$ cat src/rtl/exponent_unit.sv
// exponent_unit: two-stage valid/ready exponent datapath for FP mul/div/sqrt; define EXPONENT_UNIT_SATURATE_EN to clamp e3 on overflow/underflow
module exponent_unit #(
    parameter int WIDTH     = 8,
    parameter int DEC_WIDTH = 1
) (
    input  logic                 clk,
    input  logic                 reset,
    input  logic                 in_valid,
    output logic                 in_ready,
    input  logic [1:0]           op,
    input  logic [WIDTH-1:0]     e1,
    input  logic [WIDTH-1:0]     e2,
    input  logic [DEC_WIDTH-1:0] decrement,
    output logic                 out_valid,
    input  logic                 out_ready,
    output logic [WIDTH-1:0]     e3,
    output logic                 shift,
    output logic                 overflow,
    output logic                 underflow
);
    localparam int W2 = WIDTH + 2;
    localparam int BIAS = 2 ** (WIDTH - 1) - 1;
    localparam logic signed [W2-1:0] BIAS_S = W2'(BIAS);
    localparam logic signed [W2-1:0] MAX_S = W2'(2 ** WIDTH - 1);

    logic                  s1_valid;
    logic                  s1_shift;
    logic signed [W2-1:0]  s1_e;
    logic [DEC_WIDTH-1:0]  s1_dec;
    logic                  s2_ready;
    logic signed [W2-1:0]  x1, x2, u, u_odd, e_n, dx, r;
    logic                  sh_n, of_n, uf_n;
    logic [WIDTH-1:0]      e3_n;

    assign s2_ready = !out_valid || out_ready;
    assign in_ready = !s1_valid || s2_ready;

    // stage 1 arithmetic: operands widened by two bits so no intermediate wraps
    always_comb begin
        x1    = W2'(e1);
        x2    = W2'(e2);
        u     = x1 - BIAS_S;
        u_odd = W2'(u[0]);
        sh_n  = (op == 2'b10) && u[0];
        e_n   = op == 2'b00 ? x1 + x2 - BIAS_S :
                op == 2'b01 ? x1 - x2 + BIAS_S :
                op == 2'b10 ? ((u - u_odd) >>> 1) + BIAS_S : x1;
    end

    // stage 2 arithmetic: apply normalisation decrement and classify range
    always_comb begin
        dx   = W2'(s1_dec);
        r    = s1_e - dx;
        of_n = r >= MAX_S;
        uf_n = r[W2-1] || (r == '0);
`ifdef EXPONENT_UNIT_SATURATE_EN
        e3_n = of_n ? '1 : uf_n ? '0 : r[WIDTH-1:0];
`else
        e3_n = r[WIDTH-1:0];
`endif
    end

    // stage 1 register: loads whenever it is empty or draining into stage 2
    always_ff @(posedge clk or posedge reset) begin
        if (reset) begin
            s1_valid <= 1'b0;
            s1_e     <= '0;
            s1_shift <= 1'b0;
            s1_dec   <= '0;
        end else if (in_ready) begin
            s1_valid <= in_valid;
            if (in_valid) begin
                s1_e     <= e_n;
                s1_shift <= sh_n;
                s1_dec   <= decrement;
            end
        end
    end

    // stage 2 register: output data held while downstream stalls
    always_ff @(posedge clk or posedge reset) begin
        if (reset) begin
            out_valid <= 1'b0;
            e3        <= '0;
            shift     <= 1'b0;
            overflow  <= 1'b0;
            underflow <= 1'b0;
        end else if (s2_ready) begin
            out_valid <= s1_valid;
            if (s1_valid) begin
                e3        <= e3_n;
                shift     <= s1_shift;
                overflow  <= of_n;
                underflow <= uf_n;
            end
        end
    end
endmodule
$ cat config.mk
export PLATFORM = sky130hd
export DESIGN_NAME = exponent_unit
export DESIGN_NICKNAME = d
export VERILOG_FILES = /design/src/rtl/exponent_unit.sv
export SDC_FILE = /design/constraint.sdc
export NUM_CORES = 1
export LEC_CHECK = 0
export CORE_ASPECT_RATIO = 0.5
export CORE_MARGIN = 2
export CORE_UTILIZATION = 50
export DETAILED_ROUTE_END_ITERATION = 10
export PLACE_DENSITY = 0.84
export SYNTH_ARGS = -nofsm -noshare
export SYNTH_HDL_FRONTEND = slang
export SYNTH_SLANG_ARGS = --single-unit
export TNS_END_PERCENT = 5
$ cat constraint.sdc
create_clock -name clk -period 2.12 [get_ports clk]
set_input_delay 0.424 -clock clk [delete_from_list [all_inputs] [get_ports clk]]
set_output_delay 0.424 -clock clk [all_outputs]
set_load 0.05 [all_outputs]
==> results by group <==
Power
  • VDD IR max: 0.6595 mV
  • Seq pwr share: 0.263
  • Clock power frac: 0.165
  • Switching share of power: 0.4197
  • Internal: 0.001496 W
  • P_leak: 1.902 nW
  • PwrDens: 609.7 nW/um^2
  • Switching pwr: 0.001082 W
  • Gate power share: 0.572

Global routing
  • GR Util All Layers: 0.3148
  • Total gr overflow: 0
  • Largest net degree at the start of global routing: 29
  • First-pass GRT wire length: 15.46 mm
  • Initial antenna violation count: 0
  • Vias in the first global route: 3,187

Worst setup path
  • Endpoint class of the critical path: register
  • Critical Path AT: 2.61 ns
  • Crit Path Category: in2reg
  • Worst reg-to-reg path cell count: 8
  • Reg2reg end: overflow
  • Reg-to-Reg Start: s1_e[0]
  • Worst Path Required: 2.24 ns
  • CP Max Fanout: 3
  • Setup slack, reg-to-reg: 0.15 ns
  • Worst Setup Start Kind: input pin

Die
  • Core area: 5468 sq um
  • Die height: 57.12 um
  • Die area: 6296 sq um
  • Ports: 36
  • Initial Utilization: 0.5160
  • Die width: 110.2 um
  • Row cnt: 19

Detailed routing
  • Via density: 5.983
  • Remaining DRCs: 0
  • Initial DRC count: 391
  • Via count: 3,183
  • Per-cell routed wire length: 17.70 um
  • Pre-Repair DR Iteration Count: 5
  • Routed Antenna Nets: 0
  • WL final: 9.416 mm

Placed design
  • Placer congestion estimate: 0.9561
  • Quantity of I/O buffers inserted on ports: 35
  • HPWL after DPL: 6.613 mm

Synthesis
  • Netlist cell types: 66
  • Ys flop type: dfrtp_1
  • Post-Synth Adder-Cell Area: 0.1384
  • Syn_area_per_cell: 8.061 sq um
  • Syn Inst Count: 350
  • XOR/XNOR Fraction of Synth Area: 0.06208
  • Synth Area in Compound Gates: 0.2475
  • Mux cell area share after synthesis: 0.04257
  • Syn Std Cell Area: 2821 sq um
  • Seq cells post-synth: 25
  • Post-Synth Simple-Gate Area: 0.2155
  • Post-synthesis sequential area ratio: 0.2217
  • Post-synth EDFFs: 0
  • Largest family of logic cells by synthesized area: compound AO/OA/AOI/OAI gates
  • Syn. warnings: 0
  • Mapped Nets: 403
  • Post-synth ARST share: 1.000

Timing
  • RSZ-0062 raised after global routing: true
  • Layout Skew: 0.002343 ns
  • Fmax: 401.3 MHz
  • Final setup vio count: 7
  • Crit share post-route: 1.175
  • Slew Limit Fails: 0
  • Slew at the pin closest to its max-slew limit: 0.5530 ns
  • Final hold viol count: 0
  • Post-route minimum period: 2.492 ns
  • Minimum hold slack: 0.4841 ns
  • Setup slack after layout: -0.3720 ns
  • Slew margin rel.: 0.6288

Hold path
  • Hold Crit Class: reg2reg
  • Hold Path Origin: e3[0]
  • Worst Hold Path Cells: 2
  • Hold EP: e3[0]

Clock network
  • Hold Buf Count CTS: 0
  • Cts bufs inserted: 3
  • Clock Pin Slew Worst Setup and Hold Paths: 0.06 ns
  • Root Buffer: clkbuf_16
  • Clock Path Buffers: 2
  • Worst-skew pair later-pin latency: 0.26 ns
  • Clock H-tree levels: 1
  • CTS tree: done
  • Clk sinks: 25

Finish
  • Fill cells: 350
  • Synthesis-to-finish area growth: 49.84%
  • Storage element area: 625.6 sq um
  • Commonest non-fill, non-tap cell in the layout: buf_4
  • Multi-input logic area: 2262 sq um
  • N_diodes: 0
  • NumNets Final: 513
  • Layout cells sized above 1: 0.3399
  • Most frequent cells in the layout: buf_4, nand2_1, dfrtp_1
  • Final Util: 0.7732

Status
  • Violated checks: setup timing
  • Outcome: finished with violations

Run
  • Max Cap Viol: 0
## cell usage after synthesis, types with 4 or more instances
library cell | count | share of area
o31ai_1 | 4 | 0.011
and2_1 | 5 | 0.011
inv_1 | 35 | 0.047
a21oi_1 | 10 | 0.018
o21ai_0 | 21 | 0.037
mux2_2 | 4 | 0.016
xor2_1 | 5 | 0.016
o211ai_1 | 10 | 0.027
nor3_1 | 11 | 0.020
clkbuf_1 | 15 | 0.020
nand4_1 | 4 | 0.0089
nand2b_1 | 5 | 0.011
a21o_1 | 5 | 0.013
nor4_1 | 5 | 0.011
nor2_1 | 24 | 0.032
ha_1 | 28 | 0.12
mux2i_1 | 6 | 0.021
dfrtp_1 | 25 | 0.22
xnor2_1 | 15 | 0.047
nand2_1 | 29 | 0.039
nand3_1 | 11 | 0.020
## power by group through the flow
stage / clock (W) / sequential (W) / combinational (W)
3_3_place_gp: 0 / 0.000668 / 0.00126
4_1_cts: 0.000431 / 0.000676 / 0.00140
3_5_place_dp: 0 / 0.000682 / 0.00130
6_report: 0.000426 / 0.000677 / 0.00147
2_1_floorplan: 0 / 0.000867 / 0.000603
5_1_grt: 0.000450 / 0.000695 / 0.00158
## critical path: stages
cell      delay [ns]
buf_8           0.10
inv_6           0.05
ha_4            0.13
inv_2           0.04
fa_2            0.40
a211oi_4        0.38
buf_4           0.17
or2_4           0.14
a221oi_2        0.07
o21ai_1         0.21
mux2i_2         0.35
a311oi_1        0.14
## cell type report
type,count,area share
multi-input cells,273,0.5351
repair buffers,122,0.2430
flip-flops and latches,25,0.1480
inverters,35,0.03285
well taps,73,0.02160
clock buffers,3,0.01776
clock inverters,1,0.001776
## per-layer routing
metal / GRT usage / share of wire / up-vias
li1: - / - / 1490
met1: 0.3982 / 0.43 / 1513
met2: 0.5732 / 0.49 / 156
met3: 0.03886 / 0.063 / 24
met4: 0.08036 / 0.022 / 0
met5: 0 / 0 / -
## metrics by stage
stage	setup TNS [ns]	cells	total power, W	setup WS (ns)	cell area, sq um
2_1_floorplan	-2.074	350	0.001471	-0.3949	2877
3_3_place_gp	-7.022	517	0.001924	-0.9647	3816
3_5_place_dp	-8.124	517	0.001982	-1.104	3816
4_1_cts	-1.494	530	0.002511	-0.2666	4184
5_1_grt	-2.438	532	0.002724	-0.4239	4228
6_report	-2.040	532	0.002578	-0.3720	4228
## worst max-delay path by stage
stage | startpoint | to | slack, ns | cells after the start
after floorplan | e1[0] | s1_e[4] | -0.39 | 10
after global placement | e2[1] | s1_e[7] | -0.96 | 12
after detailed placement | e1[0] | s1_e[6] | -1.10 | 11
after CTS | e1[0] | s1_e[9] | -0.27 | 13
after global routing | e1[0] | s1_e[9] | -0.42 | 11
final | e1[0] | s1_e[6] | -0.37 | 12
## repair_timing
item	in CTS	in global routing
pin swaps	34	11
gates resized for setup	88	8
endpoints found under the setup margin	11	8
setup buffers	9	2
## registers in the layout, indices dropped and copies added, names as in the netlist
| name | flops |
|---|---|
| s1_dec | 1 |
| out_valid | 1 |
| overflow | 1 |
| s1_shift | 1 |
| e3 | 8 |
| s1_valid | 1 |
| s1_e | 10 |
| shift | 1 |
| underflow | 1 |
## cell families after synthesis
| group | count (synthesis) |
|---|---|
| mux | 11 |
| fa+ha+maj | 30 |
| xor+xnor | 20 |
| flops | 25 |
| buf+inv | 52 |
| compound gates | 94 |
| simple gates | 118 |
(Power assumes the default switching activity.)
==> variant (same flow settings) <==
Reset style: synchronous (`reset`), changed in 2 clocked blocks.
--- a/src/rtl/exponent_unit.sv
+++ b/src/rtl/exponent_unit.sv
@@ -62,5 +62,5 @@
 
     // stage 1 register: loads whenever it is empty or draining into stage 2
-    always_ff @(posedge clk or posedge reset) begin
+    always_ff @(posedge clk) begin
         if (reset) begin
             s1_valid <= 1'b0;
@@ -79,5 +79,5 @@
 
     // stage 2 register: output data held while downstream stalls
-    always_ff @(posedge clk or posedge reset) begin
+    always_ff @(posedge clk) begin
         if (reset) begin
             out_valid <= 1'b0;
Behaviour: differs if reset is asserted again (counterexample within 4 cycles, from zero or initial values and one cycle with reset high); with reset held inactive, the same outputs for 10 cycles.
==> variant against the original RTL <==
  * The run still ends with setup timing left
  * Total power down 26%
  * Register-to-register slack lost 0.09 ns
  * Clock skew rose by 0.0021 ns
  * Sequential cell count unchanged
  * Fmax rose by 0.31%
  * Count of clock-buffer cells in the layout is the same
  * Area after synthesis down 3.1%
  * Worst setup slack improved by 0.0078 ns
  * Die area decreased by 3.0%
  * Synthesized cell count rose by 6.0%
  * Final area is 1.6% lower
  * Wire length is 0.31% higher
  * Critical path type unchanged
  * Largest cell class unchanged
  * Highest routed layer unchanged
==> variant: results <==
set metrics [dict create \
    status "finished, violations left" \
    violations "setup timing" \
    layout-drive-gt1-share 0.325 \
    avgSynthCellArea_um2 7.37 \
    cellLeakagePower_nw 1.71 \
    clkTransAtPathRegs_ns 0.09 \
    nNetsFinal 521 \
    fin_worst_skew_ns 0.00449 \
    slew_headroom 0.660 \
    ys_seq_area_frac 0.183 \
    cts_buffers 3 \
    synth_ff_type "dfxtp_1" \
    fin_ws_ns -0.364 \
    largestRegisters "s1_e: 10 flops, e3: 8 flops" \
    drt-pass1-iter-count 4 \
    grt_pass1_vias 3115 \
    io_buffers 35 \
    clock_path_buffers 2 \
    fin_tns_setup_ns -2.19 \
    wl_per_cell_um 17.6 \
    grt_usage 0.298 \
    yosysWarnings 0 \
    grt_first_pass_wirelength_um 14500 \
    drt_iter0_markers 202 \
    cp_max_fo 5 \
    ys_top_cells_by_area "dfxtp_1 18%, ha_1 13%, nor2_1 5.9%" \
    wl_um 9450 \
    ys_top_cells_by_count "43 x nor2_1, 29 x inv_1, 28 x ha_1, 26 x a21oi_1, 25 x dfxtp_1" \
    hpwlAfterDp_um 6440 \
    ir_drop_v 0.000350 \
    clk_latency_ns 0.27 \
    placed_cell_area_um2 3620 \
    vias 3177 \
    hold_class "reg2reg" \
    grt_max_degree 20 \
    syn_nets 424 \
    ys_types 57 \
    root_buffer "clkbuf_8" \
    gp_congestion 0.858 \
    slowest_stage "ha_1" \
    p_sw_frac 0.406 \
    max_stage_delay_ns 0.32 \
    synthArstFlopShare 0 \
    pre_cts_slack_ns -1.19 \
    arrival_ns 2.65 \
    p_seq_frac 0.280 \
    cts_hold_buffers 0 \
    dp_cells 523 \
    setup_violations 8 \
]
## variant: timing repair
action                                  in CTS  in global routing
setup buffers                               10                  1
endpoints found under the hold margin        0                  0
pin swaps                                   37                 22
endpoints found under the setup margin      10                  9
resized for setup                           71                 30
## variant: power by group through the flow
stage	Sequential [mW]	Combinational, mW	Clock, mW
finish	0.535	1.10	0.281
global route	0.540	1.17	0.301
CTS	0.533	0.962	0.281
detailed placement	0.544	0.856	0
global placement	0.542	0.827	0
floorplan	0.585	0.483	0
## variant: worst paths after layout
check / slack [ns] / from / cells after the start / endpoint
max: -0.36 / e2[4] / 13 / s1_e[7]$_SDFFE_PP0P_
min: 0.47 / s1_dec$_SDFFE_PP0P_ / 2 / s1_dec$_SDFFE_PP0P_
max reg2reg: 0.06 / s1_e[0]$_SDFFE_PP0P_ / 7 / overflow$_SDFFE_PP0P_
min reg2reg: 0.47 / s1_dec$_SDFFE_PP0P_ / 2 / s1_dec$_SDFFE_PP0P_
## variant: kinds of logic after synthesis
kind of cell | share of synthesized area
fa+ha+maj | 0.143
simple gates | 0.252
mux | 0.0110
buf+inv | 0.0705
compound gates | 0.273
xor+xnor | 0.0673
flops | 0.183
## variant: metal layers
metal  GRT usage  vias to the layer above  share of wire
met3      0.0465                       36          0.065
met5           0                        -              0
met1       0.364                     1494           0.41
li1            -                     1525              -
met2       0.539                      122           0.49
met4      0.0934                        0          0.034
## variant: cell type report
| class | instances | area, µm² |
|---|---|---|
| Tap cell | 70 | 87.6 |
| Timing Repair Buffer | 111 | 943 |
| Fill cell | 319 | 928 |
| Inverter | 29 | 114 |
| Sequential cell | 25 | 500 |
| Clock inverter | 1 | 5.00 |
| Clock buffer | 3 | 41.3 |
| Multi-Input combinational cell | 298 | 2470 |
